$ cat src/rtl/uart_transceiver_pkg.sv
// ============================================================================
// Module      : UartGlobalPkg
// Description : Shared definitions for the UART transceiver. It holds the
//               FSM state encoding used by both TX and RX, the legal
//               parameter ranges, and the parity-bit count selected by the
//               compile-time parity option.
// Options     : UART_PARITY_EN -- when defined, a parity bit is included in
//               every frame.
// Revision    : 1.0 -- initial release
// ============================================================================
`default_nettype none

package UartGlobalPkg;

    // Frame-level state. TX and RX both use this encoding.
    typedef enum logic [2:0] {
        ST_IDLE   = 3'd0,
        ST_START  = 3'd1,
        ST_DATA   = 3'd2,
        ST_PARITY = 3'd3,
        ST_STOP   = 3'd4
    } uart_state_e;

    // Legal parameter ranges. These are checked when the design elaborates.
    localparam int DATA_WIDTH_MIN   = 5;
    localparam int DATA_WIDTH_MAX   = 9;
    localparam int STOP_BITS_MIN    = 1;
    localparam int STOP_BITS_MAX    = 2;
    localparam int CLKS_PER_BIT_MIN = 4;

    // Bit counter width. It covers data indices 0..DATA_WIDTH_MAX-1.
    localparam int BIT_CNT_W = 4;

`ifdef UART_PARITY_EN
    localparam int PARITY_BITS = 1;
`else
    localparam int PARITY_BITS = 0;
`endif

endpackage : UartGlobalPkg

`default_nettype wire

$ cat src/rtl/uart_rx_sampler.sv
// ============================================================================
// Module      : uart_rx_sampler
// Description : UART receive path. The asynchronous rx pin passes through a
//               2-flop synchronizer. One history flop then provides
//               falling-edge detection. After a start edge the FSM waits
//               half a bit period to validate the start bit. It then samples
//               every later bit at mid-bit and registers the completed word
//               together with its error flags.
// Ports       : clk, reset (async, active-low), rx (serial in),
//               rx_data / rx_valid / rx_parity_err / rx_frame_err (result).
// Options     : UART_PARITY_EN -- when defined, a parity bit is expected
//               after the data bits and is checked.
// Revision    : 1.0 -- initial release
// ============================================================================
`default_nettype none

module uart_rx_sampler
    import UartGlobalPkg::*;
#(
    parameter int DATA_WIDTH   = 8,
    parameter int CLKS_PER_BIT = 16,
    parameter int STOP_BITS    = 1,
    parameter int PARITY_ODD   = 0
) (
    input  logic                  clk,
    input  logic                  reset,
    input  logic                  rx,
    output logic [DATA_WIDTH-1:0] rx_data,
    output logic                  rx_valid,
    output logic                  rx_parity_err,
    output logic                  rx_frame_err
);

    localparam int                   CNT_W     = $clog2(CLKS_PER_BIT);
    localparam logic [CNT_W-1:0]     BIT_END   = CNT_W'(CLKS_PER_BIT - 1);
    localparam logic [CNT_W-1:0]     HALF_END  = CNT_W'(CLKS_PER_BIT / 2 - 1);
    localparam logic [BIT_CNT_W-1:0] DATA_LAST = BIT_CNT_W'(DATA_WIDTH - 1);
    localparam logic [BIT_CNT_W-1:0] STOP_LAST = BIT_CNT_W'(STOP_BITS - 1);
    localparam logic                 PAR_INIT  = (PARITY_ODD != 0);
    localparam logic                 PAR_EN    = (PARITY_BITS != 0);

    generate
        if (PARITY_ODD != 0 && PARITY_ODD != 1) begin : g_bad_parity_odd
            $error("uart_rx_sampler: PARITY_ODD must be 0 or 1");
        end
    endgenerate

    // The synchronizer and history flops reset to the idle line level, so
    // leaving reset never looks like a start edge.
    logic sync1_q, sync2_q, hist_q;
    logic w_fall;

    uart_state_e                state_q, state_d;
    logic [CNT_W-1:0]           clk_cnt_q, clk_cnt_d;
    logic [BIT_CNT_W-1:0]       bit_cnt_q, bit_cnt_d;
    logic [DATA_WIDTH-1:0]      shift_q, shift_d;
    logic                       par_acc_q, par_acc_d;
    logic                       ferr_acc_q, ferr_acc_d;
    logic [DATA_WIDTH-1:0]      data_q, data_d;
    logic                       valid_q, valid_d;
    logic                       perr_q, perr_d;
    logic                       ferr_q, ferr_d;
    logic                       w_bit_end;

    // A falling edge needs a 1 followed by a 0. A line held low therefore
    // cannot re-arm the receiver until it has gone high again.
    assign w_fall    = hist_q & ~sync2_q;
    assign w_bit_end = (clk_cnt_q == BIT_END);

    always_comb begin
        state_d    = state_q;
        clk_cnt_d  = clk_cnt_q + CNT_W'(1);
        bit_cnt_d  = bit_cnt_q;
        shift_d    = shift_q;
        par_acc_d  = par_acc_q;
        ferr_acc_d = ferr_acc_q;
        data_d     = data_q;
        valid_d    = 1'b0;
        perr_d     = perr_q;
        ferr_d     = ferr_q;

        case (state_q)
            ST_IDLE: begin
                clk_cnt_d = '0;
                if (w_fall) begin
                    state_d    = ST_START;
                    bit_cnt_d  = '0;
                    ferr_acc_d = 1'b0;
                    // Seeding with the parity sense makes the accumulator
                    // end at 0 for a correct frame, in both odd and even modes.
                    par_acc_d  = PAR_INIT;
                end
            end
            ST_START: begin
                if (clk_cnt_q == HALF_END) begin
                    clk_cnt_d = '0;
                    state_d   = sync2_q ? ST_IDLE : ST_DATA;
                end
            end
            ST_DATA: begin
                if (w_bit_end) begin
                    clk_cnt_d = '0;
                    shift_d   = {sync2_q, shift_q[DATA_WIDTH-1:1]};
                    par_acc_d = par_acc_q ^ sync2_q;
                    if (bit_cnt_q == DATA_LAST) begin
                        bit_cnt_d = '0;
`ifdef UART_PARITY_EN
                        state_d   = ST_PARITY;
`else
                        state_d   = ST_STOP;
`endif
                    end else begin
                        bit_cnt_d = bit_cnt_q + BIT_CNT_W'(1);
                    end
                end
            end
            ST_PARITY: begin
                if (w_bit_end) begin
                    clk_cnt_d = '0;
                    par_acc_d = par_acc_q ^ sync2_q;
                    state_d   = ST_STOP;
                end
            end
            ST_STOP: begin
                if (w_bit_end) begin
                    clk_cnt_d  = '0;
                    ferr_acc_d = ferr_acc_q | ~sync2_q;
                    if (bit_cnt_q == STOP_LAST) begin
                        bit_cnt_d = '0;
                        state_d   = ST_IDLE;
                        valid_d   = 1'b1;
                        data_d    = shift_q;
                        ferr_d    = ferr_acc_q | ~sync2_q;
                        perr_d    = PAR_EN & par_acc_q;
                    end else begin
                        bit_cnt_d = bit_cnt_q + BIT_CNT_W'(1);
                    end
                end
            end
            default: begin
                state_d   = ST_IDLE;
                clk_cnt_d = '0;
            end
        endcase
    end

    always_ff @(posedge clk or negedge reset) begin
        if (!reset) begin
            sync1_q    <= 1'b1;
            sync2_q    <= 1'b1;
            hist_q     <= 1'b1;
            state_q    <= ST_IDLE;
            clk_cnt_q  <= '0;
            bit_cnt_q  <= '0;
            shift_q    <= '0;
            par_acc_q  <= 1'b0;
            ferr_acc_q <= 1'b0;
            data_q     <= '0;
            valid_q    <= 1'b0;
            perr_q     <= 1'b0;
            ferr_q     <= 1'b0;
        end else begin
            sync1_q    <= rx;
            sync2_q    <= sync1_q;
            hist_q     <= sync2_q;
            state_q    <= state_d;
            clk_cnt_q  <= clk_cnt_d;
            bit_cnt_q  <= bit_cnt_d;
            shift_q    <= shift_d;
            par_acc_q  <= par_acc_d;
            ferr_acc_q <= ferr_acc_d;
            data_q     <= data_d;
            valid_q    <= valid_d;
            perr_q     <= perr_d;
            ferr_q     <= ferr_d;
        end
    end

    assign rx_data       = data_q;
    assign rx_valid      = valid_q;
    assign rx_parity_err = perr_q;
    assign rx_frame_err  = ferr_q;

endmodule : uart_rx_sampler

`default_nettype wire

$ cat src/rtl/uart_transceiver.sv
// ============================================================================
// Module      : uart_transceiver
// Description : Full-duplex UART engine. The TX FSM serialises words that
//               are accepted on a valid/ready handshake. RX is handled by
//               the uart_rx_sampler sub-module. The two paths are fully
//               independent.
// Ports       : clk, reset (async, active-low)
//               tx_data / tx_valid / tx_ready -- transmit handshake
//               tx -- serial out (idles high), rx -- serial in (async)
//               rx_data / rx_valid / rx_parity_err / rx_frame_err -- result
// Options     : UART_PARITY_EN -- when defined, a parity bit is generated
//               on TX and checked on RX.
// Revision    : 1.0 -- initial release
// ============================================================================
`default_nettype none

module uart_transceiver
    import UartGlobalPkg::*;
#(
    parameter int DATA_WIDTH   = 8,
    parameter int CLKS_PER_BIT = 16,
    parameter int STOP_BITS    = 1,
    parameter int PARITY_ODD   = 0
) (
    input  logic                  clk,
    input  logic                  reset,
    input  logic [DATA_WIDTH-1:0] tx_data,
    input  logic                  tx_valid,
    output logic                  tx_ready,
    output logic                  tx,
    input  logic                  rx,
    output logic [DATA_WIDTH-1:0] rx_data,
    output logic                  rx_valid,
    output logic                  rx_parity_err,
    output logic                  rx_frame_err
);

    generate
        if (DATA_WIDTH < DATA_WIDTH_MIN || DATA_WIDTH > DATA_WIDTH_MAX) begin : g_bad_data_width
            $error("uart_transceiver: DATA_WIDTH out of range 5..9");
        end
        if (STOP_BITS < STOP_BITS_MIN || STOP_BITS > STOP_BITS_MAX) begin : g_bad_stop_bits
            $error("uart_transceiver: STOP_BITS must be 1 or 2");
        end
        if (CLKS_PER_BIT < CLKS_PER_BIT_MIN) begin : g_bad_clks_per_bit
            $error("uart_transceiver: CLKS_PER_BIT must be at least 4");
        end
    endgenerate

    localparam int                   CNT_W     = $clog2(CLKS_PER_BIT);
    localparam logic [CNT_W-1:0]     BIT_END   = CNT_W'(CLKS_PER_BIT - 1);
    localparam logic [BIT_CNT_W-1:0] DATA_LAST = BIT_CNT_W'(DATA_WIDTH - 1);
    localparam logic [BIT_CNT_W-1:0] STOP_LAST = BIT_CNT_W'(STOP_BITS - 1);
    localparam logic                 PAR_INIT  = (PARITY_ODD != 0);

    uart_state_e           tx_state_q, tx_state_d;
    logic [CNT_W-1:0]      tx_clk_cnt_q, tx_clk_cnt_d;
    logic [BIT_CNT_W-1:0]  tx_bit_cnt_q, tx_bit_cnt_d;
    logic [DATA_WIDTH-1:0] tx_shift_q, tx_shift_d;
    logic                  tx_par_q, tx_par_d;
    logic                  tx_q, tx_d;
    logic                  w_tx_bit_end;

    assign w_tx_bit_end = (tx_clk_cnt_q == BIT_END);
    assign tx_ready     = (tx_state_q == ST_IDLE);

    always_comb begin
        tx_state_d   = tx_state_q;
        tx_clk_cnt_d = w_tx_bit_end ? '0 : tx_clk_cnt_q + CNT_W'(1);
        tx_bit_cnt_d = tx_bit_cnt_q;
        tx_shift_d   = tx_shift_q;
        tx_par_d     = tx_par_q;

        case (tx_state_q)
            ST_IDLE: begin
                tx_clk_cnt_d = '0;
                if (tx_valid) begin
                    tx_state_d   = ST_START;
                    tx_bit_cnt_d = '0;
                    tx_shift_d   = tx_data;
                    tx_par_d     = (^tx_data) ^ PAR_INIT;
                end
            end
            ST_START: begin
                if (w_tx_bit_end) begin
                    tx_state_d = ST_DATA;
                end
            end
            ST_DATA: begin
                if (w_tx_bit_end) begin
                    tx_shift_d = {1'b0, tx_shift_q[DATA_WIDTH-1:1]};
                    if (tx_bit_cnt_q == DATA_LAST) begin
                        tx_bit_cnt_d = '0;
`ifdef UART_PARITY_EN
                        tx_state_d   = ST_PARITY;
`else
                        tx_state_d   = ST_STOP;
`endif
                    end else begin
                        tx_bit_cnt_d = tx_bit_cnt_q + BIT_CNT_W'(1);
                    end
                end
            end
            ST_PARITY: begin
                if (w_tx_bit_end) begin
                    tx_state_d = ST_STOP;
                end
            end
            ST_STOP: begin
                if (w_tx_bit_end) begin
                    if (tx_bit_cnt_q == STOP_LAST) begin
                        tx_bit_cnt_d = '0;
                        tx_state_d   = ST_IDLE;
                    end else begin
                        tx_bit_cnt_d = tx_bit_cnt_q + BIT_CNT_W'(1);
                    end
                end
            end
            default: begin
                tx_state_d   = ST_IDLE;
                tx_clk_cnt_d = '0;
            end
        endcase

        // The line level is decoded from the next state and then registered,
        // so the pin is driven glitch-free straight from a flop.
        case (tx_state_d)
            ST_START:  tx_d = 1'b0;
            ST_DATA:   tx_d = tx_shift_d[0];
            ST_PARITY: tx_d = tx_par_d;
            default:   tx_d = 1'b1;
        endcase
    end

    always_ff @(posedge clk or negedge reset) begin
        if (!reset) begin
            tx_state_q   <= ST_IDLE;
            tx_clk_cnt_q <= '0;
            tx_bit_cnt_q <= '0;
            tx_shift_q   <= '0;
            tx_par_q     <= 1'b0;
            tx_q         <= 1'b1;
        end else begin
            tx_state_q   <= tx_state_d;
            tx_clk_cnt_q <= tx_clk_cnt_d;
            tx_bit_cnt_q <= tx_bit_cnt_d;
            tx_shift_q   <= tx_shift_d;
            tx_par_q     <= tx_par_d;
            tx_q         <= tx_d;
        end
    end

    assign tx = tx_q;

    uart_rx_sampler #(
        .DATA_WIDTH   (DATA_WIDTH),
        .CLKS_PER_BIT (CLKS_PER_BIT),
        .STOP_BITS    (STOP_BITS),
        .PARITY_ODD   (PARITY_ODD)
    ) u_rx_sampler (
        .clk           (clk),
        .reset         (reset),
        .rx            (rx),
        .rx_data       (rx_data),
        .rx_valid      (rx_valid),
        .rx_parity_err (rx_parity_err),
        .rx_frame_err  (rx_frame_err)
    );

endmodule : uart_transceiver

`default_nettype wire

$ cat config.mk
export PLATFORM = sky130hd
export DESIGN_NAME = uart_transceiver
export DESIGN_NICKNAME = d
export VERILOG_FILES = /design/src/rtl/uart_transceiver_pkg.sv /design/src/rtl/uart_rx_sampler.sv /design/src/rtl/uart_transceiver.sv
export SDC_FILE = /design/constraint.sdc
export NUM_CORES = 1
export LEC_CHECK = 0
export ABC_AREA = 0
export BUFFER_PORTS_ARGS = -buffer_cell sky130_fd_sc_hd__buf_4
export CORE_ASPECT_RATIO = 0.6
export CORE_MARGIN = 8
export CORE_UTILIZATION = 54
export DETAILED_ROUTE_END_ITERATION = 6
export PLACE_DENSITY = 0.7
export SYNTH_ARGS = -nofsm -noshare
export SYNTH_HDL_FRONTEND = slang
export SYNTH_SLANG_ARGS = --single-unit
$ cat constraint.sdc
create_clock -name clk -period 2.61 [get_ports clk]
set_input_delay 0.522 -clock clk [delete_from_list [all_inputs] [get_ports clk]]
set_output_delay 0.522 -clock clk [all_outputs]
set_load 0.01 [all_outputs]
### Word level (Yosys, flattened, before mapping)

Cells that the tools add are included.

* bits in registers: 54
* input port bits: 12
* output and inout port bits: 13
* logic and storage cells: 115

* $add $sub $neg: 4
* equal/unequal tests: 26
* mux-type cells: 46
* bitwise logic cells: 3
* reductions and logical operators: 18

Operator list (count)
* $mux 4: 14
* $mux 3: 14
* $pmux 3 s5: 2
* $pmux 4 s3: 2
* $eq 3x2->1 const B: 6
* $add 4x1->4 const B: 4
* $mux 8: 2
* $pmux 8 s2: 1
* $ne 2x1->1 const B: 7
* $eq 4x3->1 const B: 3
* $eq 3x1->1 const B: 3
* $reduce_and 3->1: 3
* $eq 4x4->1 const B: 2
* $logic_not 4->1: 2
* $pmux 4 s2: 1
* $reduce_and 4->1: 2
* $reduce_xor 8->1: 1
* $mux 1: 7
* $reduce_and 7->1: 1
* $eq 3x3->1 const B: 2
* $logic_not 3->1: 2
* $ne 2x2->1 const B: 3
* $reduce_bool 3->1: 2
* $reduce_bool 2->1: 2
* other kinds (9): 9

### Logic depth before layout (Yosys ltp)

* depth in word-level cells: 6
* gate-level depth with buffers: 8
* gate-level depth less buffers: 7

### Modules after synthesis

From an unflattened synthesis, not the netlist that was laid out.

* cell total of the unflattened synthesis: 235
* area total of the unflattened synthesis: 2690.1 um2

Modules (own cells, without submodules)
* uart_rx_sampler: times used 1, cells an instance 125, area an instance 1546.5 um2, seq. area each 829.5 um2
* uart_transceiver: times used 1, cells an instance 110, area an instance 1143.6 um2, seq. area each 526.8 um2

### Least setup slack after synthesis

No wires, ideal clock.

* path kind: reg-to-reg
* start: register u_rx_sampler.clk_cnt_q[0]
* end: register u_rx_sampler.bit_cnt_q[3]
* library setup time: 80 ps
* arrival: 1929 ps
* data required time: 2530 ps
* setup slack: 601 ps
* stages on the path, launching flop included: 9
* path buffers: 2
* period minus slack after synthesis: 2009 ps
* cell sequence: dfrtp_1 ha_1 and3_1 buf_4 nor3_1 or3_1 buf_2 or4_4 o211ai_2

* longest elaborated chain between the ends: 3

RTL lines
* start: declaration: line uart_rx_sampler.sv:54 `logic [CNT_W-1:0] clk_cnt_q, clk_cnt_d;`
* start signal: assignment: line uart_rx_sampler.sv:167 `clk_cnt_q <= clk_cnt_d;`
* $eq 4x4->1 *: line uart_rx_sampler.sv:68 `assign w_bit_end = (clk_cnt_q == BIT_END);`
* $ne 2x1->1 (no source line)
* $reduce_and 4->1 (no source line) *
* end signal: assignment: line uart_rx_sampler.sv:168 `bit_cnt_q <= bit_cnt_d;`
* end: declaration: line uart_rx_sampler.sv:55 `logic [BIT_CNT_W-1:0] bit_cnt_q, bit_cnt_d;`

Every way passes the cells marked *; elsewhere a longest branch is shown, timed or not.
A chain may end at the register's enable or synchronous reset.

### Worst setup path after layout

Same ends and word-level chain as after synthesis.

==> metrics <==
EDFF count, synth 0; area of the core 4610 um^2; share of total power consumed by net switching 35.6%; minimum clock period roughly 2100 ps; largest fanout of any net on the critical path 8; filler cell count around 380; Critical Path AT between 2000 and 2500 ps; GRT Util Overall around 14%; most area-hungry cell type in the Yosys netlist sky130_fd_sc_hd__dfrtp_1; area occupied by multi-input gates 1130 um^2; number of buffers created by CTS 5; CTS H-tree depth 2; maximum operating frequency around 470 MHz; Worst-Margin Slew roughly 730 ps; count of hold buffers inserted by post-cts repair 0; Longest Clk Path Bufs 2; Power Internal ~0.0018 W; Switch Pwr just under 0.001 W; starting utilization of the core area between 50 and 60%; Leak 1.44 nW; Final Net Count between 200 and 300; Top FF cell, synth sky130_fd_sc_hd__dfrtp_1; layout cells sized above 1 20.7%; I/O pin count 25; Util after Layout 64.4%; part of the total power dissipated in sequential elements about 46%; Async S/R FF share, synth 100%; length of the first detailed-routing pass in iterations 6; worst hold path class in2async; number of endpoints failing setup at the final stage 0; detailed-route wire length per cell about 14 um; post-layout power ~0.0027 W; library cell used as clock root buffer sky130_fd_sc_hd__clkbuf_8; Final Max Slew Viols 0; clock-pin slew reported for the worst setup and hold paths after clock tree synthesis ~100 ps; Clk pwr share about a fifth; Post-CTS Resized 0; vias per cell approximately 5.4; number of clock sinks 54; Antenna Violating Nets Remaining 0; warnings from Yosys 0; CTS tree built; Final GP Congestion about 0.84; relative contribution of combinational cells to total power approximately a third; Crit. End Element register; result of the run finished, final reports clean; Total Negative Setup Slacks 0 ps; Max rail drop VDD 0.489 mV; port bufs 23; library cells used by synthesis 48; die footprint approximately 7400 um^2; number of antenna violations at the first check in global routing 0; worst max-slew margin expressed relative to the limit 50.1%; Synth Register Bits 54; number of placement rows 19; wire length of the first global-routing pass approximately 8700 um; Die Span X about 110 um; share of the yosys chip area belonging to registers 52.2%; final hold vios 0; type of element launching the critical path register; layout-stage area growth over the synthesis result 14.3%; count of buffers added by post-CTS timing repair for setup 0; gate count of the mapped netlist around 250; number of maximum-capacitance violations 0; leftover overflow at the end of global routing 0; final routed wirelength across all metal layers roughly 4900 um; cell types with the largest area share after synthesis sky130_fd_sc_hd__dfrtp_1 (48%), sky130_fd_sc_hd__nand2_1 (5.5%), sky130_fd_sc_hd__xnor2_1 (4.4%); data required time of the worst path 2850 ps; final clock period utilization by the worst path 81.3%; drt initial violations about 180; detailed-route via count about 1,900; vias in the first global route 1,859; critical setup path kind reg2reg; final routed DRC violation total 0; Diodes inserted 0; register area about 1400 um^2; maximum number of pins on one net before global-route repair between 50 and 60; worst-skew pair later-pin latency about 300 ps; average footprint of a synthesized cell 10.3 um^2; post-detail-place hpwl 3560 um; share of the synthesized area in the top cell type approximately 48%; setup repair after global routing missed its margin false; final setup skew ~4.3 ps; power density over the cells 923 nW/um^2; Vert. Die Dim 69.7 um; net count of the mapped netlist 270; post-synth design cell area ~2600 um^2
## layout by cell type, fill, tap and decap left out, drive strengths merged, types with 5 or more instances in the layout
cell,n
mux2,10
a21oi,8
xnor2,13
a222oi,7
o21ai,7
nor3,7
buf,30
clkbuf,5
ha,6
inv,17
nand3,6
dfrtp,50
nor2,15
nand2,38
nand3b,6
## cell families (layout without fill, tap and decap cells)
logic type               count (synthesis)  after routing  synth area share, %
buffers and inverters                   26             54                 4.24
multiplexers                            10             10                 4.33
AO/OA/AOI/OAI                           47             47                 13.3
other                                    1              1                0.144
flip-flops                              54             54                 52.2
XOR/XNOR                                15             15                 5.06
AND/OR/NAND/NOR                         93             93                 17.8
adder cells (fa/ha/maj)                  6              6                 2.89
## layer usage
layer  GRT usage, %  up-vias  part of all wire (%)
li1               -      931                     -
met1           20.8      882                    55
met2           19.2       43                    39
met3           4.36        2                   5.3
met4           3.10        0                  0.51
met5              0        -                     0
## sequential cells by signal, indices dropped and copies added, names as in the netlist, 3 cells and up
register,flops
u_rx_sampler.state_q,3
u_rx_sampler.shift_q,8
u_rx_sampler.clk_cnt_q,4
tx_clk_cnt_q,4
tx_bit_cnt_q,4
u_rx_sampler.bit_cnt_q,4
u_rx_sampler.rx_data,8
tx_shift_q,8
tx_state_q,3
## per-stage QoR
stage               instance area [um^2]  std cells  setup WS [ps]  hold WS [ps]
floorplan                           2600        252            601           226
global placement                    2850        335            576           350
detailed placement                  2850        335            504           351
CTS                                 2970        343            496           263
global route                        2970        343            329           295
finish                              2970        343            487           239
## critical path: stages (launching register included)
cell	delay [ps]
sky130_fd_sc_hd__dfrtp_1	380
sky130_fd_sc_hd__ha_1	250
sky130_fd_sc_hd__and3_1	250
sky130_fd_sc_hd__nor3_1	80
sky130_fd_sc_hd__or3_1	500
sky130_fd_sc_hd__or4_4	510
sky130_fd_sc_hd__o211ai_2	80
## cell type report
| type | count | share of cell area, % |
|---|---|---|
| sequential | 54 | 45.7 |
| multi-input combinational | 172 | 38.1 |
| timing repair buffer | 30 | 7.58 |
| tap | 63 | 2.65 |
| clock buffer | 5 | 2.32 |
| inverter | 16 | 2.02 |
| clock inverter | 3 | 1.64 |
## power by group through the flow
stage	Clock [W]	Combinational, W	Sequential, W
3_3_place_gp	0	0.000872	0.00127
4_1_cts	0.000602	0.000897	0.00126
5_1_grt	0.000633	0.00102	0.00130
3_5_place_dp	0	0.000893	0.00127
6_report	0.000583	0.000894	0.00127
2_1_floorplan	0	0.000759	0.00116
## cell usage after synthesis, drive strengths merged, types with 3 or more instances
cell type  instances
ha                 6
a21oi              8
a222oi             7
nand3              6
nor3               7
nand2b             4
nand2             38
dfstp              4
mux2              10
nor2              15
a21o               4
a22o               3
buf                6
nand3b             6
inv               16
o31ai              3
nor2b              3
o21ai              7
clkbuf             4
xnor2             13
dfrtp             50
## path summary, 6_finish.rpt
check,from,end,depth (start not counted),slack (ps)
min reg2reg,u_rx_sampler.sync1_q,u_rx_sampler.sync2_q,0,370
min,reset,tx_shift_q[2],1,240
max in group asynchronous,reset,u_rx_sampler.rx_data[1],1,1940
min in group clk,rx,u_rx_sampler.sync1_q,1,320
max,u_rx_sampler.clk_cnt_q[0],u_rx_sampler.bit_cnt_q[3],6,490
max reg2reg,u_rx_sampler.clk_cnt_q[0],u_rx_sampler.bit_cnt_q[3],6,490
No activity file was read; power rests on OpenSTA's default activity.
